### config.mk
export PLATFORM = sky130hd
export DESIGN_NAME = step_debounce
export DESIGN_NICKNAME = d
export VERILOG_FILES = /design/src/rtl/step_debounce_pkg.sv /design/src/rtl/sync_2ff.sv /design/src/rtl/step_debounce.sv
export SDC_FILE = /design/constraint.sdc
export NUM_CORES = 1
export LEC_CHECK = 0
export CAP_MARGIN = 25
export CORE_ASPECT_RATIO = 1.5
export CORE_MARGIN = 1
export CORE_UTILIZATION = 25
export DETAILED_ROUTE_END_ITERATION = 16
export GPL_TIMING_DRIVEN = 0
export SETUP_SLACK_MARGIN = 0.05
export SLEW_MARGIN = 20
export SYNTH_ARGS = -nofsm -noshare
export SYNTH_HDL_FRONTEND = slang
export SYNTH_SLANG_ARGS = --single-unit
### constraint.sdc
create_clock -name clock -period 4.7 [get_ports clock]
set_input_delay 0.47 -clock clock [delete_from_list [all_inputs] [get_ports clock]]
set_output_delay 0.47 -clock clock [all_outputs]
set_load 0.05 [all_outputs]
### src/rtl/step_debounce_pkg.sv
// Shared definitions for the step-button debouncer: FSM encoding and sample counter width.
package step_debounce_pkg;

    localparam logic [1:0] IDLE         = 2'd0;
    localparam logic [1:0] PRESS_WAIT   = 2'd1;
    localparam logic [1:0] HELD         = 2'd2;
    localparam logic [1:0] RELEASE_WAIT = 2'd3;

    localparam int SAMPLE_CNT_W = 8;

    function automatic logic is_qualifying(input logic [1:0] st);
        return (st == PRESS_WAIT) || (st == RELEASE_WAIT);
    endfunction

endpackage

### src/rtl/sync_2ff.sv
// Two-flop synchronizer for asynchronous board inputs; clears to 0 on reset.
module sync_2ff (
    input  logic clock,
    input  logic reset,
    input  logic d,
    output logic q
);

    logic meta;

    always_ff @(posedge clock or posedge reset) begin
        if (reset) begin
            meta <= 1'b0;
            q    <= 1'b0;
        end else begin
            meta <= d;
            q    <= meta;
        end
    end

endmodule

### src/rtl/step_debounce.sv
// Push-button debouncer producing one step pulse per clean press, sampled on the slow tick.
// Optional auto-repeat while held is built when STEP_DEBOUNCE_REPEAT_EN is defined.
//
// state        | meaning
// IDLE         | button released and stable
// PRESS_WAIT   | high samples being qualified
// HELD         | press accepted, button stable high
// RELEASE_WAIT | low samples being qualified
module step_debounce
    import step_debounce_pkg::*;
#(
    parameter int STABLE_SAMPLES = 4,
    parameter int CNT_W          = 8,
    parameter int REPEAT_DELAY   = 500,
    parameter int REPEAT_PERIOD  = 100
) (
    input  logic             clock,
    input  logic             reset,
    input  logic             tick,
    input  logic             btn_raw,
    output logic             step_pulse,
    output logic             btn_level,
    output logic [CNT_W-1:0] press_count,
    output logic             busy
);

    localparam logic [SAMPLE_CNT_W-1:0] STABLE_LIM = SAMPLE_CNT_W'(STABLE_SAMPLES);
    localparam logic [SAMPLE_CNT_W-1:0] CNT_ONE    = SAMPLE_CNT_W'(1);

    logic                    btn_s;
    logic [1:0]              state, state_nxt;
    logic [SAMPLE_CNT_W-1:0] sample_cnt, cnt_nxt, cnt_inc;
    logic                    accept;
    logic                    release_done;
    logic                    repeat_fire;

    sync_2ff u_sync (
        .clock (clock),
        .reset (reset),
        .d     (btn_raw),
        .q     (btn_s)
    );

    assign cnt_inc = (sample_cnt == '1) ? sample_cnt : sample_cnt + CNT_ONE;
    assign busy    = is_qualifying(state);

    always_comb begin
        state_nxt    = state;
        cnt_nxt      = sample_cnt;
        accept       = 1'b0;
        release_done = 1'b0;
        if (tick) begin
            case (state)
                IDLE: begin
                    if (btn_s) begin
                        if (STABLE_LIM <= CNT_ONE) begin
                            state_nxt = HELD;
                            cnt_nxt   = '0;
                            accept    = 1'b1;
                        end else begin
                            state_nxt = PRESS_WAIT;
                            cnt_nxt   = CNT_ONE;
                        end
                    end
                end
                PRESS_WAIT: begin
                    if (!btn_s) begin
                        state_nxt = IDLE;
                        cnt_nxt   = '0;
                    end else if (cnt_inc >= STABLE_LIM) begin
                        state_nxt = HELD;
                        cnt_nxt   = '0;
                        accept    = 1'b1;
                    end else begin
                        cnt_nxt = cnt_inc;
                    end
                end
                HELD: begin
                    if (!btn_s) begin
                        if (STABLE_LIM <= CNT_ONE) begin
                            state_nxt    = IDLE;
                            cnt_nxt      = '0;
                            release_done = 1'b1;
                        end else begin
                            state_nxt = RELEASE_WAIT;
                            cnt_nxt   = CNT_ONE;
                        end
                    end
                end
                RELEASE_WAIT: begin
                    if (btn_s) begin
                        state_nxt = HELD;
                        cnt_nxt   = '0;
                    end else if (cnt_inc >= STABLE_LIM) begin
                        state_nxt    = IDLE;
                        cnt_nxt      = '0;
                        release_done = 1'b1;
                    end else begin
                        cnt_nxt = cnt_inc;
                    end
                end
                default: begin
                    state_nxt = IDLE;
                    cnt_nxt   = '0;
                end
            endcase
        end
    end

`ifdef STEP_DEBOUNCE_REPEAT_EN
    localparam int RPT_W = 16;

    logic [RPT_W-1:0] rpt_cnt, rpt_cnt_nxt, rpt_inc, rpt_target;
    logic             rpt_periodic, rpt_periodic_nxt;

    // First repeat waits REPEAT_DELAY held ticks, later ones REPEAT_PERIOD.
    assign rpt_inc    = rpt_cnt + RPT_W'(1);
    assign rpt_target = rpt_periodic ? RPT_W'(REPEAT_PERIOD) : RPT_W'(REPEAT_DELAY);

    always_comb begin
        rpt_cnt_nxt      = rpt_cnt;
        rpt_periodic_nxt = rpt_periodic;
        repeat_fire      = 1'b0;
        if ((state != HELD) || (state_nxt != HELD)) begin
            rpt_cnt_nxt      = '0;
            rpt_periodic_nxt = 1'b0;
        end else if (tick && btn_s) begin
            if (rpt_inc == rpt_target) begin
                repeat_fire      = 1'b1;
                rpt_cnt_nxt      = '0;
                rpt_periodic_nxt = 1'b1;
            end else begin
                rpt_cnt_nxt = rpt_inc;
            end
        end
    end

    always_ff @(posedge clock or posedge reset) begin
        if (reset) begin
            rpt_cnt      <= '0;
            rpt_periodic <= 1'b0;
        end else begin
            rpt_cnt      <= rpt_cnt_nxt;
            rpt_periodic <= rpt_periodic_nxt;
        end
    end
`else
    logic unused_rpt_cfg;

    assign unused_rpt_cfg = ^{32'(REPEAT_DELAY), 32'(REPEAT_PERIOD)};
    assign repeat_fire    = 1'b0;
`endif

    always_ff @(posedge clock or posedge reset) begin
        if (reset) begin
            state       <= IDLE;
            sample_cnt  <= '0;
            step_pulse  <= 1'b0;
            btn_level   <= 1'b0;
            press_count <= '0;
        end else begin
            state      <= state_nxt;
            sample_cnt <= cnt_nxt;
            step_pulse <= accept | repeat_fire;
            if (accept || repeat_fire) begin
                press_count <= press_count + CNT_W'(1);
            end
            if (accept) begin
                btn_level <= 1'b1;
            end else if (release_done) begin
                btn_level <= 1'b0;
            end
        end
    end

endmodule
Word level (Yosys, flattened, before mapping)
Index checks and enable logic that the tools add are counted.
Widths: inputs -> output; s select.

word-level totals
  register bits after elaboration = 22
  bits of input ports = 4
  output and inout bits = 11
  logic and storage cells = 46

operators by class
  add/subtract/negate cells = 2
  order comparisons = 1
  equality and inequality tests = 8
  mux-type cells = 23
  reduce and logical (&&, ||, !) cells = 5

operators with widths
  operator             number
  $mux 8               6
  $pmux 8 s4           1
  $add 8x1->8 const B  2
  $mux 2               6
  $mux 1               9
  $eq 8x8->1 const B   1
  $ge 8x3->1 const B   1
  $pmux 2 s4           1
  $reduce_and 5->1     1
  $eq 2x2->1 const B   2
  $ne 3x1->1 const B   1
  $ne 3x3->1 const B   1
  $reduce_and 3->1     1
  $eq 2x1->1 const B   1
  $logic_not 2->1      1
  $ne 2x1->1 const B   1
  $ne 2x2->1 const B   1
  $reduce_bool 2->1    1
  $logic_or 1x1->1     1

Longest topological paths before layout
Gate-level depths: netlist of run 1.

  depth after elaboration = 9
  gate-level depth with buffers = 5
  gate-level depth less buffers = 5

Modules after synthesis
A second synthesis of run 1 with hierarchy kept.

unflattened totals
  cell total of the unflattened synthesis = 83
  area, all modules = 965.9 um^2

modules (own cells, without submodules)
  module         times used  cells each  area each (um^2)  seq. area each (um^2)
  step_debounce  1           80          912.1             500.5
  sync_2ff       1           3           53.8              50.0

Least setup slack after synthesis of run 1
Ideal clock, no wire load.

  path type = reg2reg
  start point = register sample_cnt[7]
  end point = register (tool-made name)
  setup time = 125 ps
  data arrival time = 1692 ps
  data required time = 4575 ps
  setup slack = 2883 ps
  stages on the path, launching flop included = 5
  path buffers = 0
  period minus slack after synthesis = 1817 ps
  path through = dfrtp_1 > or4_4 > or2_4 > o211ai_1 > mux2_2

RTL lines
  item                      RTL line              source
  start: declaration        step_debounce.sv:32   logic [SAMPLE_CNT_W-1:0] sample_cnt, cnt_nxt, cnt_inc;
  start signal: assignment  step_debounce.sv:163  sample_cnt <= cnt_nxt;

Worst setup path after layout of run 1
  start point = register state[0]
  end point = output port busy

on the way
  cells in the longest elaborated chain, start to end = 2
  elaborated cells on any way between the ends = 3
  those cells by class = eq/ne: 2; reduce/logical: 1

ends and longest elaborated chain
  item                                             RTL line                 source
  start: declaration                               step_debounce.sv:31      logic [1:0] state, state_nxt;
  start signal: assignment                         step_debounce.sv:162     state <= state_nxt;
  $eq 2x1->1 / $eq 2x2->1 (equally long branches)  step_debounce_pkg.sv:12  return (st == PRESS_WAIT) || (st == RELEASE_WAIT);
  $logic_or 1x1->1 *                               step_debounce_pkg.sv:12
  end: declaration                                 step_debounce.sv:24      output logic busy

Mark *: on every way between the ends. The rest lies on a longest branch, timed or not.

==> metrics.json, run 1 <==
{
  "outcome": {
    "outcome": "finished, final reports clean"
  },
  "clock_network": {
    "cts_resized": 0,
    "post-cts-setup-buffers": 0,
    "worst_skew_pair.late_latency_ps": 250,
    "cts-htree-levels": 1,
    "clock_sink_count": 22,
    "cts_inserted_buffers": 3,
    "clkTransAtPathRegs_ps": 70,
    "cts.root.buffer_cell": "clkbuf_8",
    "cts_hold_buf": 0,
    "tritoncts": "done",
    "cts.path.max_buffers": 2
  },
  "floorplan": {
    "number_of_i_o_pins": 15,
    "start_util_pct": 26.2,
    "fp.coreArea_sq_um": 3680,
    "die_height_um": 78.0,
    "design.die.area_sq_um": 4110,
    "rows": 27,
    "die_w_um": 52.7
  },
  "power": {
    "cellInternalPower_uw": 326,
    "pwr-share-seq_pct": 48.5,
    "leakagePower_nw": 0.528,
    "clockPowerShare_pct": 22.3,
    "netSwitchingPower_uw": 177,
    "worst_ir_drop_vdd_mv": 0.182,
    "p_per_area_nw_per_um2": 423,
    "swShare_pct": 35.2,
    "comb_power_share_pct": 29.2
  },
  "placement": {
    "gp_congestion": 0.753,
    "port-buffer-count": 13,
    "place.detailed.instances": 141,
    "place.detailed.hpwl_mm": 1.25
  },
  "synth": {
    "synth_area_sq_um": 963,
    "syn_avg_cell_area_sq_um": 11.3,
    "synthDistinctLibCells": 31,
    "synthesis.instances": 85,
    "synth_seq_cells": 22,
    "count_of_warnings_emitted_by_yosys": 0,
    "synth_seq_area_share_pct": 57.1,
    "synthesis.nets": 91
  },
  "worst_setup_path": {
    "critical_path_class": "flop to primary output",
    "worst_ep_required_time_ps": 4230,
    "crit_path_end_kind": "primary output",
    "critical_path.startpoint": "state[0]$_DFFE_PP0P_",
    "critical_path_arrival_ps": 1630,
    "ff_to_ff_start": "sample_cnt[7]$_DFFE_PP0P_",
    "timing.critical_path.fanout_max": 8,
    "setup.worst_path.start_class": "flop"
  },
  "timing": {
    "layout_worst_path_cycle_share_pct": 44.7,
    "rsz0062_at_grt": "false",
    "hold_viol_final": 0,
    "tns_ps": 0,
    "highest_attainable_clock_frequency_mhz": 475,
    "fin_crit_ps": 2100,
    "setup-violations-final": 0,
    "relative_max_transition_margin_pct": 46.6,
    "pin_slew_with_the_least_headroom_to_its_limit_ps": 800,
    "maxSlewViolCount": 0,
    "skew_ps": 1.53
  },
  "layout": {
    "layout-area-overhead-vs-synth_pct": 23.4,
    "final-instance-count-excl-fill": 144,
    "final.fill_count": 363,
    "layout-drive-gt1-share_pct": 8.91,
    "design.final.nets": 109,
    "most-common-layout-cells": "dfrtp_1, clkdlybuf4s50_1, nand2_1",
    "layout_commonest_cell": "dfrtp_1",
    "diodes": 0
  },
  "job": {
    "max_cap_viol_count": 0
  },
  "global_routing": {
    "grt_pass1_wl_mm": 2.89,
    "overall_track_demand_over_capacity_in_global_routing_pct": 9.03,
    "grt_start_max_net_pins": 23,
    "first_global_vias": 687,
    "grt_antenna_before_repair": 0,
    "gr-total-overflow": 0
  },
  "route": {
    "route.antenna.remaining_nets": 0,
    "detail_route.wirelength_mm": 1.67,
    "detailedRoute.firstIterationViolations": 29,
    "post-route-drc-count": 0,
    "dr_total_vias": 695,
    "avgViaCountPerCell": 4.83,
    "drtPass1Iterations": 6,
    "wl_per_cell_um": 11.6
  },
  "worst_hold_path": {
    "worst_hold_path_type": "flop to flop",
    "hold_path_startpoint": "u_sync.meta$_DFF_PP0_"
  }
}
worst max-delay path, cell delays in order (launching register included):
cell             delay [ps]
dfrtp_1                 460
clkbuf_1                120
clkdlybuf4s50_1         800
per-stage QoR:
stage / setup WS (ps) / cell area [sq um] / power, mW / util, % / hold slack (ps)
after floorplan: 2880 / 963 / 0.347 / - / 331
after global placement: 2790 / 1150 / 0.390 / 31.2 / 337
after detailed placement: 2800 / 1150 / 0.393 / 31.2 / 339
after CTS: 2600 / 1190 / 0.506 / 32.3 / 356
after global routing: 2520 / 1190 / 0.532 / 32.3 / 368
final: 2600 / 1190 / 0.502 / 32.3 / 354
kinds of logic after synthesis:
logic type	after synthesis	synth area share (%)
DFF	22	57.1
adders and majority gates	2	2.60
muxes	2	2.34
AOI/OAI and AO/OA	18	12.1
xor gates and xnor gates	8	7.27
buffers and inverters	5	2.08
and+or+nand+nor	28	16.5
state kept, by name (all words and copies together), names as in the netlist, named ones only:
signal,flops
btn_level,1
u_sync.meta,1
state,1
press_count,8
u_sync.q,1
sample_cnt,8
step_pulse,1
worst paths after layout:
kind,slack [ps],endpoint,depth (start not counted)
min in group asynchronous,660,u_sync.meta$_DFF_PP0_,2
worst max register to register,2790,flop,4
worst min-delay path,350,u_sync.q$_DFF_PP0_,0
worst min register to register,350,u_sync.q$_DFF_PP0_,0
max in group asynchronous,3540,sample_cnt[5]$_DFFE_PP0P_,2
worst max-delay path,2600,busy,2
area by class of cell:
type | count | area [sq um] | area share (%)
tap | 43 | 53.8 | 4.53
timing repair buffer | 13 | 130 | 10.9
inverter | 3 | 11.3 | 0.947
multi-input combinational | 58 | 393 | 33.1
sequential | 22 | 551 | 46.3
buffer | 2 | 8.76 | 0.737
clock buffer | 3 | 41.3 | 3.47
routing by layer:
metal / vias to the layer above / GRT usage [%] / wire length, um
li1: 334 / - / -
met1: 346 / 11.4 / 748
met2: 13 / 15.1 / 856
met3: 2 / 1.74 / 48
met4: 0 / 2.89 / 14
met5: - / 0 / 0
power groups by stage:
stage                     registers (mW)  logic (mW)  clock network, mW
after floorplan                    0.265      0.0821                  0
after global placement             0.245       0.144                  0
after detailed placement           0.248       0.146                  0
after CTS                          0.243       0.147              0.116
after global routing               0.249       0.159              0.124
final                              0.243       0.147              0.112
cells in the mapped netlist:
cell       number  area, sq um
buf_2           1         5.00
nand3_1         3         15.0
o22ai_1         1         6.26
o21ai_0         3         15.0
or4_4           1         11.3
nand4b_1        1         8.76
nor2_1          4         15.0
a211o_1         1         8.76
or3_1           1         6.26
clkbuf_1        1         3.75
nand4_1         1         6.26
and2_1          6         37.5
and2_2          1         7.51
a31oi_1         1         6.26
nor4_1          1         6.26
o211ai_1        2         15.0
a211oi_1        1         7.51
ha_1            2         25.0
mux2_2          2         22.5
o41ai_1         1         8.76
inv_1           3         11.3
a21oi_1         5         25.0
a21o_1          1         7.51
or2_4           1         8.76
and4b_1         1         10.0
xor2_1          5         43.8
dfrtp_1        22          551
a21boi_0        1         7.51
xnor2_1         3         26.3
a2111oi_0       1         8.76
nand2_1         7         26.3
(Power assumes the default switching activity.)
==> run 2, diff against run 1 <==
- clock period: 4.7 -> 1.9 ns (I/O delays scaled with it)
==> metrics.json, run 2 (synthesis results as in run 1) <==
{
  "layout": {
    "final_core_utilization": {"value": 32.7, "unit": "%", "change": "+0.41 points"},
    "layout-drive-gt1-share": {"value": 10.8, "unit": "%", "change": "+1.9 points"},
    "layout_commonest_cell": "dfrtp_1",
    "final.fill_count": {"value": 365, "change": "+0.55%"},
    "multiInputGateArea": {"value": 398, "unit": "sq um", "change": "+1.3%"},
    "final_design_area_no_fill": {"value": 1200, "unit": "sq um", "change": "+1.3%"},
    "layout-area-overhead-vs-synth_pct": 24.9,
    "layout.area.seq": {"value": 551, "unit": "sq um", "change": "unchanged"},
    "largestRegisters": "press_count (8), sample_cnt (8)",
    "design.final.nets": {"value": 110, "change": "+0.92%"},
    "diodes": {"value": 0, "change": "unchanged"},
    "most-common-layout-cells": "dfrtp_1, clkdlybuf4s50_1, nand2_1"
  },
  "power": {
    "p_per_area": {"value": 1030, "unit": "nW/um^2", "change": "+140%"},
    "total_power": {"value": 1.25, "unit": "mW", "change": "+150%"},
    "leakagePower": {"value": 0.545, "unit": "nW", "change": "+3.2%"},
    "worst_ir_drop_vdd": {"value": 0.453, "unit": "mV", "change": "+150%"}
  },
  "floorplan": {
    "start_util": {"value": 26.2, "unit": "%", "change": "unchanged"},
    "fp.coreArea": {"value": 3680, "unit": "sq um", "change": "unchanged"},
    "design.die.area": {"value": 4110, "unit": "sq um", "change": "unchanged"},
    "die_w": {"value": 52.7, "unit": "um", "change": "unchanged"},
    "number_of_i_o_pins": {"value": 15, "change": "unchanged"},
    "die_height": {"value": 78.0, "unit": "um", "change": "unchanged"},
    "rows": {"value": 27, "change": "unchanged"}
  },
  "route": {
    "dr_total_vias": {"value": 688, "change": "-1.0%"},
    "drtPass1Iterations": {"value": 6, "change": "unchanged"},
    "detailedRoute.firstIterationViolations": {"value": 20, "change": "-31%"},
    "wl_per_cell": {"value": 11.6, "unit": "um", "change": "+0.50%"},
    "post-route-drc-count": {"value": 0, "change": "unchanged"},
    "avgViaCountPerCell": {"value": 4.74, "change": "-1.7%"},
    "detail_route.wirelength": {"value": 1.69, "unit": "mm", "change": "+1.2%"},
    "route.antenna.remaining_nets": {"value": 0, "change": "unchanged"}
  },
  "timing": {
    "layout_worst_path_cycle_share_pct": 99.4,
    "fin_crit_ps": 1890,
    "maxSlewViolCount": {"value": 0, "change": "unchanged"},
    "highest_attainable_clock_frequency_mhz": 529,
    "pin_slew_with_the_least_headroom_to_its_limit": {"value": 806, "unit": "ps", "change": "+5.56 ps"},
    "hold_viol_final": {"value": 0, "change": "unchanged"},
    "skew": {"value": 1.19, "unit": "ps", "change": "-0.343 ps"},
    "tns": {"value": 0, "unit": "ps", "change": "unchanged"},
    "final_setup_slack_of_the_worst_path": {"value": 11.3, "unit": "ps", "change": "-2590 ps"},
    "rsz0062_at_grt": "true",
    "setup-violations-final": {"value": 0, "change": "unchanged"},
    "relative_max_transition_margin": {"value": 46.2, "unit": "%", "change": "-0.37 points"}
  },
  "placement": {
    "place.detailed.hpwl": {"value": 1.25, "unit": "mm", "change": "unchanged"},
    "gp_congestion": {"value": 0.753, "change": "unchanged"},
    "port-buffer-count": {"value": 13, "change": "unchanged"},
    "place_area": {"value": 1150, "unit": "sq um", "change": "unchanged"},
    "dp_worst_setup_slack": {"value": 1.17, "unit": "ps", "change": "-2800 ps"}
  },
  "clock_network": {
    "cts.root.buffer_cell": "clkbuf_8",
    "tritoncts": "done",
    "cts.path.max_buffers": {"value": 2, "change": "unchanged"},
    "clock_sink_count": {"value": 22, "change": "unchanged"},
    "cts-htree-levels": {"value": 1, "change": "unchanged"},
    "clkTransAtPathRegs": {"value": 70, "unit": "ps", "change": "about the same"},
    "cts_inserted_buffers": {"value": 3, "change": "unchanged"},
    "worst_skew_pair.late_latency": {"value": 260, "unit": "ps", "change": "about the same"}
  },
  "worst_setup_path": {
    "rr_worst_depth": {"value": 4, "change": "unchanged"},
    "critical_path_arrival": {"value": 2030, "unit": "ps", "change": "+400 ps"},
    "timing.critical_path.fanout_max": {"value": 3, "change": "-5"},
    "critical_path_class": "flop to flop",
    "worst_ep_required_time": {"value": 2040, "unit": "ps", "change": "-2190 ps"},
    "crit_path_end_kind": "flop",
    "setup.worst_path.start_class": "flop"
  },
  "worst_hold_path": {
    "worst_hold_path_type": "input pin to flop",
    "whs_path_depth": {"value": 2, "change": "+2"}
  },
  "job": {
    "max_cap_viol_count": {"value": 0, "change": "unchanged"}
  },
  "outcome": {
    "outcome": "finished, final reports clean"
  },
  "global_routing": {
    "grt_pass1_wl": {"value": 2.93, "unit": "mm", "change": "+1.4%"},
    "overall_track_demand_over_capacity_in_global_routing": {"value": 9.14, "unit": "%", "change": "+0.12 points"},
    "first_global_vias": {"value": 689, "change": "+0.29%"},
    "grt_antenna_before_repair": {"value": 0, "change": "unchanged"},
    "grt_start_max_net_pins": {"value": 23, "change": "unchanged"},
    "gr-total-overflow": {"value": 0, "change": "unchanged"}
  }
}
==> run 2: timing repair <==
action,4_1_cts,5_1_grt
buffers inserted,1,0
endpoints found under the setup margin,3,5
resized for setup,1,2
pin swaps,3,2
hold buffers,0,0
cloned,0,0
==> run 2: where the power goes <==
| group | switching (mW) | internal, mW |
|---|---|---|
| clock network | 0.138 | 0.141 |
| registers | 0.0744 | 0.528 |
| logic | 0.228 | 0.136 |
==> run 2: worst max-delay path, cell delays in order, from the launching register on <==
cell and delay, ps:
dfrtp_1 370, or4_4 540, or2_4 260, o211ai_1 240, mux2_2 360
==> run 2: final cells by class <==
class                   instances  share of cell area [%]
plain buffers                   2                   0.728
clock buffers                   3                    3.43
inverters                       3                   0.936
multi-input cells              58                    33.1
flip-flops and latches         22                    45.7
well taps                      43                    4.47
repair buffers                 14                    11.6
==> run 2: path summary, 6_finish.rpt <==
kind | from | to | slack [ps]
max reg2reg | sample_cnt[5]$_DFFE_PP0P_ | flop | 10
min in group asynchronous | reset | sample_cnt[3]$_DFFE_PP0P_ | 380
max in group asynchronous | reset | sample_cnt[5]$_DFFE_PP0P_ | 1020
min reg2reg | u_sync.meta$_DFF_PP0_ | u_sync.q$_DFF_PP0_ | 350
max | sample_cnt[5]$_DFFE_PP0P_ | flop | 10
min | tick | sample_cnt[0]$_DFFE_PP0P_ | 230
==> run 2: per-layer routing <==
metal | track usage, % | share of wire (%) | vias to the layer above | routed length [um]
met5 | 0 | 0 | - | 0
met4 | 2.89 | 1.0 | 0 | 17
met3 | 1.74 | 3.6 | 2 | 60
met2 | 15.3 | 51 | 15 | 865
met1 | 11.5 | 44 | 337 | 745
li1 | - | - | 334 | -
==> run 2: metrics by stage <==
| stage | std cells | hold slack, ps |
|---|---|---|
| 3_5_place_dp | 141 | 339 |
| 5_1_grt | 145 | 236 |
| 6_report | 145 | 225 |
| 3_3_place_gp | 141 | 337 |
| 4_1_cts | 145 | 218 |
| 2_1_floorplan | 85 | 179 |
==> run 3, diff against run 2 <==
- CTS_BUF_LIST: unset -> sky130_fd_sc_hd__clkbuf_4 sky130_fd_sc_hd__clkbuf_8 sky130_fd_sc_hd__clkbuf_16
==> results of run 3 <==
The final DEF is identical to that of run 2; final timing and power are the same.
